[config.mk]
export PLATFORM = sky130hd
export DESIGN_NAME = uart_tx_ctl
export DESIGN_NICKNAME = d
export VERILOG_FILES = /design/src/rtl/uart_pkg.sv /design/src/rtl/uart_tx_ctl_fifo.sv /design/src/rtl/uart_tx_ctl.sv
export SDC_FILE = /design/constraint.sdc
export NUM_CORES = 1
export LEC_CHECK = 0
export BUFFER_PORTS_ARGS = -buffer_cell sky130_fd_sc_hd__buf_2
export CORE_MARGIN = 2
export CORE_UTILIZATION = 61
export CTS_BUF_LIST = sky130_fd_sc_hd__clkbuf_16
export DETAILED_ROUTE_END_ITERATION = 10
export GPL_ROUTABILITY_DRIVEN = 1
export PLACE_DENSITY = 0.78
export SLEW_MARGIN = 15
export SYNTH_ARGS = -nofsm -noshare
export SYNTH_HDL_FRONTEND = slang
export SYNTH_SLANG_ARGS = --single-unit
[constraint.sdc]
create_clock -name clk -period 3.99 [get_ports clk]
set_clock_uncertainty 0.15 [all_clocks]
set_input_delay 0.5985 -clock clk [delete_from_list [all_inputs] [get_ports clk]]
set_output_delay 0.5985 -clock clk [all_outputs]
set_load 0.1 [all_outputs]
[src/rtl/uart_pkg.sv]
// Shared UART definitions: FSM state encoding, frame constants and baud divider helper.
// The PARITY state exists only when UART_TX_PARITY_EN is defined.
package uart_pkg;

    localparam int unsigned DATA_BITS   = 8;
    localparam logic        IDLE_LEVEL  = 1'b1;
    localparam logic        START_LEVEL = 1'b0;

    typedef enum logic [2:0] {
        ST_IDLE,
        ST_START,
        ST_DATA,
`ifdef UART_TX_PARITY_EN
        ST_PARITY,
`endif
        ST_STOP
    } uart_state_t;

    function automatic int unsigned calc_clk_div(input int unsigned clk_freq,
                                                 input int unsigned baud_rate);
        return clk_freq / baud_rate;
    endfunction

endpackage

[src/rtl/uart_tx_ctl_fifo.sv]
// Synchronous FIFO with extra-MSB pointers for full/empty and a registered fill level.
// Read data is show-ahead: rd_data always presents the head entry.
module sync_fifo #(
    parameter int unsigned WIDTH = 8,
    parameter int unsigned DEPTH = 16
) (
    input  logic                     clk,
    input  logic                     rst,
    input  logic                     wr_en,
    input  logic [WIDTH-1:0]         wr_data,
    input  logic                     rd_en,
    output logic [WIDTH-1:0]         rd_data,
    output logic                     full,
    output logic                     empty,
    output logic [$clog2(DEPTH):0]   level
);

    localparam int unsigned AW = $clog2(DEPTH);

    logic [WIDTH-1:0] mem [DEPTH];
    logic [AW:0]      wr_ptr;
    logic [AW:0]      rd_ptr;
    logic             do_wr;
    logic             do_rd;

    assign full    = (wr_ptr[AW] != rd_ptr[AW]) && (wr_ptr[AW-1:0] == rd_ptr[AW-1:0]);
    assign empty   = (wr_ptr == rd_ptr);
    assign do_wr   = wr_en && !full;
    assign do_rd   = rd_en && !empty;
    assign rd_data = mem[rd_ptr[AW-1:0]];

    always_ff @(posedge clk) begin
        if (rst) begin
            wr_ptr <= '0;
            rd_ptr <= '0;
            level  <= '0;
        end else begin
            if (do_wr) wr_ptr <= wr_ptr + 1'b1;
            if (do_rd) rd_ptr <= rd_ptr + 1'b1;
            case ({do_wr, do_rd})
                2'b10:   level <= level + 1'b1;
                2'b01:   level <= level - 1'b1;
                default: level <= level;
            endcase
        end
    end

    always_ff @(posedge clk) begin
        if (do_wr) mem[wr_ptr[AW-1:0]] <= wr_data;
    end

endmodule

[src/rtl/uart_tx_ctl.sv]
// UART transmitter: valid/ready byte input, FIFO, and 8N1 serialiser (8E1 when
// UART_TX_PARITY_EN is defined). All outputs registered except tx_ready.
module uart_tx_ctl
    import uart_pkg::*;
#(
    parameter int unsigned CLK_FREQ   = 12000000,
    parameter int unsigned BAUD_RATE  = 9600,
    parameter int unsigned FIFO_DEPTH = 16
) (
    input  logic                              clk,
    input  logic                              rst,
    input  logic [7:0]                        tx_data,
    input  logic                              tx_valid,
    output logic                              tx_ready,
    output logic                              uart_tx,
    output logic                              busy,
    output logic [$clog2(FIFO_DEPTH+1)-1:0]   fifo_level
);

    localparam int unsigned       CLK_DIV  = calc_clk_div(CLK_FREQ, BAUD_RATE);
    localparam int unsigned       CNT_W    = $clog2(CLK_DIV);
    localparam logic [CNT_W-1:0]  CNT_LAST = CNT_W'(CLK_DIV - 1);
    localparam logic [2:0]        BIT_LAST = 3'(DATA_BITS - 1);

    uart_state_t      state;
    logic [CNT_W-1:0] baud_cnt;
    logic [2:0]       bit_idx;
    logic [7:0]       shift_reg;
    logic [7:0]       fifo_head;
    logic             fifo_full;
    logic             fifo_empty;
    logic             push;
    logic             pop;
    logic             bit_end;
`ifdef UART_TX_PARITY_EN
    logic             parity_bit;
`endif

    assign tx_ready = !fifo_full && !rst;
    assign push     = tx_valid && tx_ready;
    assign bit_end  = (baud_cnt == CNT_LAST);

    // Pop from IDLE, or at the end of STOP so the next start bit follows with no gap.
    always_comb begin
        pop = 1'b0;
        if (!fifo_empty) begin
            if (state == ST_IDLE)                pop = 1'b1;
            else if (state == ST_STOP && bit_end) pop = 1'b1;
        end
    end

    sync_fifo #(
        .WIDTH (8),
        .DEPTH (FIFO_DEPTH)
    ) u_fifo (
        .clk     (clk),
        .rst     (rst),
        .wr_en   (push),
        .wr_data (tx_data),
        .rd_en   (pop),
        .rd_data (fifo_head),
        .full    (fifo_full),
        .empty   (fifo_empty),
        .level   (fifo_level)
    );

    always_ff @(posedge clk) begin
        if (rst) begin
            state     <= ST_IDLE;
            baud_cnt  <= '0;
            bit_idx   <= '0;
            shift_reg <= '0;
            uart_tx   <= IDLE_LEVEL;
            busy      <= 1'b0;
`ifdef UART_TX_PARITY_EN
            parity_bit <= 1'b0;
`endif
        end else begin
            case (state)
                ST_IDLE: begin
                    baud_cnt <= '0;
                    uart_tx  <= IDLE_LEVEL;
                    if (pop) begin
                        shift_reg <= fifo_head;
                        bit_idx   <= '0;
                        state     <= ST_START;
                        uart_tx   <= START_LEVEL;
                        busy      <= 1'b1;
`ifdef UART_TX_PARITY_EN
                        parity_bit <= ^fifo_head;
`endif
                    end
                end
                ST_START: begin
                    if (bit_end) begin
                        baud_cnt <= '0;
                        state    <= ST_DATA;
                        uart_tx  <= shift_reg[0];
                    end else begin
                        baud_cnt <= baud_cnt + 1'b1;
                    end
                end
                ST_DATA: begin
                    if (bit_end) begin
                        baud_cnt <= '0;
                        if (bit_idx == BIT_LAST) begin
`ifdef UART_TX_PARITY_EN
                            state   <= ST_PARITY;
                            uart_tx <= parity_bit;
`else
                            state   <= ST_STOP;
                            uart_tx <= IDLE_LEVEL;
`endif
                        end else begin
                            bit_idx   <= bit_idx + 1'b1;
                            shift_reg <= shift_reg >> 1;
                            uart_tx   <= shift_reg[1];
                        end
                    end else begin
                        baud_cnt <= baud_cnt + 1'b1;
                    end
                end
`ifdef UART_TX_PARITY_EN
                ST_PARITY: begin
                    if (bit_end) begin
                        baud_cnt <= '0;
                        state    <= ST_STOP;
                        uart_tx  <= IDLE_LEVEL;
                    end else begin
                        baud_cnt <= baud_cnt + 1'b1;
                    end
                end
`endif
                ST_STOP: begin
                    if (bit_end) begin
                        baud_cnt <= '0;
                        if (pop) begin
                            shift_reg <= fifo_head;
                            bit_idx   <= '0;
                            state     <= ST_START;
                            uart_tx   <= START_LEVEL;
`ifdef UART_TX_PARITY_EN
                            parity_bit <= ^fifo_head;
`endif
                        end else begin
                            state   <= ST_IDLE;
                            uart_tx <= IDLE_LEVEL;
                            busy    <= 1'b0;
                        end
                    end else begin
                        baud_cnt <= baud_cnt + 1'b1;
                    end
                end
                default: begin
                    state   <= ST_IDLE;
                    uart_tx <= IDLE_LEVEL;
                    busy    <= 1'b0;
                end
            endcase
        end
    end

endmodule

==> impl_metrics.py <==
metrics = {
    "clock_tree": {
        "clk_path_buf_depth": 2,
        "clk_latency_ns": 0.44,
        "cts_inserted_buffers": 17,
        "postCtsResizedCells": 0,
        "htree_num_levels": 4,
        "root_buffer": "clkbuf_16",
        "cts_tree": "yes",
        "clk_pin_slew_ns": 0.07,
        "cts_sinks": 173,
        "cts_setup_buffers": 0,
        "cts.hold.buffers_added": 0,
    },
    "worst_setup_path": {
        "cp_top_family": "compound AO/OA/AOI/OAI gates",
        "startpoint_type": "flop",
        "critPathKind": "reg2reg",
        "slowest_stage": "a21oi_2",
        "crit_arrival_ns": 3.34,
        "crit_buf_inv": 1,
        "worstPathCellList": "xnor2_1 > and4_1 > a21oi_2 > inv_1 > ha_1 > nand4b_1 > a21o_1 > or3_1 > a21oi_1 > a311o_1",
        "reg2regPathDepth": 10,
        "crit_path_max_fanout": 17,
        "r2r-start": "u_fifo.wr_ptr[0]",
        "r2r_end": "u_fifo.level[4]",
        "reg2reg_slack_ns": 0.88,
        "cp.required_ns": 4.22,
        "crit_path_end_kind": "flop",
        "slowest_delay_ns": 0.52,
    },
    "run": {
        "drv_cap": 0,
    },
    "yosys": {
        "synth.largest_area_cell": "edfxtp_1",
        "yosys-mux-area-fraction_pct": 11.8,
        "yosys.area_share.simple_pct": 8.65,
        "synth_area_leaders": "edfxtp_1, dfxtp_1, mux4_2",
        "syn_avg_cell_area_um2": 15.0,
        "synth_compound_area_share_pct": 8.97,
        "ys_seq_elements": 173,
        "syn-cell-area_mm2": 0.00741,
        "synth_cell_types": 57,
        "synth_nets": 522,
        "synth_top_family_by_area": "multiplexers",
        "synth_edf_count": 128,
        "ys.flop_type": "edfxtp_1",
        "synthAdderAreaFrac_pct": 2.70,
        "yosysTopAreaCellShare_pct": 51.9,
        "synth_warnings": 0,
        "synthArstFlopShare_pct": 0,
        "synth-seq-area-share_pct": 64.1,
        "synth-xor-area-share_pct": 1.66,
        "syn_inst": 495,
    },
    "die": {
        "rows": 40,
        "ios": 19,
        "die-area_mm2": 0.0130,
        "fp.coreArea_mm2": 0.0119,
        "start_util_pct": 62.2,
        "die_h_um": 114,
        "die_width_um": 114,
    },
    "power": {
        "p_int_mw": 3.43,
        "p_leak_nw": 2.74,
        "design_power_total_mw": 5.10,
        "power.switching_mw": 1.67,
        "comb_power_share_pct": 26.3,
        "pwr-share-clk_pct": 32.2,
        "p_per_area_mw_per_mm2": 622,
        "swShare_pct": 32.7,
        "p_seq_share_pct": 41.5,
        "ir_worst_vdd_mv": 0.522,
    },
    "global_routing": {
        "overflow": 0,
        "grt_max_degree": 43,
        "gr-usage-all-layers_pct": 23.6,
        "grt_pass1_wl_um": 22500,
        "grt_pass1_vias": 4326,
        "antenna_found_initial": 0,
    },
    "final_layout": {
        "layout.cells.most_common": "edfxtp_1",
        "layout.nets": 540,
        "largest_register_ff_count": 128,
        "fin_cells": 673,
        "synthToLayoutAreaGrowth_pct": 10.6,
        "final_cell_mix": "edfxtp_1, dfxtp_1, mux4_2",
        "multiInputGateArea_mm2": 0.00250,
        "n_fill_cell": 781,
        "drive_above_1_share_pct": 18.8,
        "regArea_mm2": 0.00474,
        "diodes": 0,
    },
    "drt": {
        "drt-vias-per-instance": 6.43,
        "drtPass1Iterations": 4,
        "drtIter0Drc": 377,
        "ant_nets": 0,
        "post_drt_wl_per_cell_um": 21.4,
        "routed_wl_um": 14400,
        "drcViolationCount": 0,
        "num_vias": 4327,
    },
    "sta": {
        "maxSlewViolCount": 0,
        "worst_slew_pin_slew_ns": 1.04,
        "post-route-period-util_pct": 78.0,
        "rsz0062_at_grt": "false",
        "finalSetupViolCount": 0,
        "slew_headroom_pct": 30.3,
        "hold_viol_final": 0,
        "period_needed_ns": 3.11,
        "max_freq_mhz": 321,
        "tns_ns": 0,
    },
    "worst_hold_path": {
        "min_path_type": "reg2reg",
        "hold_path_startpoint": "shift_reg[2]",
        "holdPathStages": 1,
        "whs_endpoint": "shift_reg[2]",
    },
    "run_status": {
        "status": "finished clean",
    },
    "placed_design": {
        "hpwlAfterDp_um": 8940,
        "port_buffers": 18,
        "place_congestion": 0.865,
        "place_inst": 641,
    },
}
## cells in the mapped netlist (all sizes together) (2+ instances only)
| cell type | count |
|---|---|
| edfxtp | 128 |
| dfxtp | 45 |
| mux4 | 33 |
| nor2 | 29 |
| a21oi | 27 |
| and3 | 17 |
| ha | 16 |
| buf | 15 |
| nand2 | 15 |
| o21ai | 14 |
| a211oi | 12 |
| mux2i | 11 |
| clkbuf | 10 |
| inv | 10 |
| xnor2 | 10 |
| nor2b | 8 |
| o22ai | 8 |
| o2bb2ai | 8 |
| nand2b | 7 |
| nand3 | 6 |
| nor3b | 6 |
| or3 | 6 |
| a31oi | 4 |
| a41oi | 4 |
| nor3 | 4 |
| xor2 | 4 |
| nand3b | 3 |
| nand4 | 3 |
| a2111oi | 2 |
| a21o | 2 |
| a22o | 2 |
| a311oi | 2 |
| and2 | 2 |
| mux2 | 2 |
| nand4b | 2 |
| o2111ai | 2 |
| o31a | 2 |
| or2 | 2 |
## worst max path at each step
| stage | slack, ns | startpoint | depth (start not counted) | endpoint |
|---|---|---|---|---|
| 5_1_grt | 0.67 | u_fifo.wr_ptr[2] | 10 | u_fifo.level[4] |
| 3_3_place_gp | 1.10 | rst | 10 | u_fifo.level[2] |
| 3_5_place_dp | 0.97 | u_fifo.wr_ptr[2] | 10 | u_fifo.level[4] |
| 2_1_floorplan | 0.77 | rst | 3 | tx_ready |
| 4_1_cts | 0.92 | u_fifo.wr_ptr[0] | 10 | u_fifo.level[4] |
| 6_report | 0.88 | u_fifo.wr_ptr[0] | 10 | u_fifo.level[4] |
## cell families after synthesis
logic type,count (synthesis)
multiplexers,46
flip-flops,173
XOR/XNOR,14
adder cells (fa/ha/maj),16
AND/OR/NAND/NOR,115
AO/OA/AOI/OAI,96
buffers and inverters,35
## power by group through the flow
stage               registers, mW  clock network, mW  logic, mW
global placement             2.14                  0       1.28
CTS                          2.11               1.65       1.33
detailed placement           2.15                  0       1.32
global route                 2.13               1.73       1.46
floorplan                    2.31                  0      0.921
finish                       2.12               1.64       1.34
## routing by layer
layer / vias to the layer above / part of all wire (%) / GRT usage (%) / wire [um]
met5: - / 0 / 0 / 0
met4: 0 / 2.1 / 10.3 / 300
met3: 28 / 4.0 / 4.82 / 577
met2: 103 / 50 / 38.2 / 7270
met1: 2205 / 43 / 31.5 / 6260
li1: 1991 / - / - / -
## area by class of cell
type                            count  area share [%]
Multi-Input combinational cell    287            30.6
Inverter                           10           0.458
Clock inverter                     15            2.00
Clock buffer                       17            5.19
Sequential cell                   173            57.9
Timing Repair Buffer               24            1.65
Tap cell                          147            2.24
## through the flow
stage	hold WS [ns]	instance area (um^2)	worst slack, ns	utilization, %
2_1_floorplan	0.282	7410	0.773	-
3_3_place_gp	0.294	7600	1.10	63.8
3_5_place_dp	0.297	7600	0.968	63.8
4_1_cts	0.318	8190	0.920	68.8
5_1_grt	0.344	8190	0.667	68.8
6_report	0.322	8190	0.878	68.8
Power figures use the tool's default switching activity.
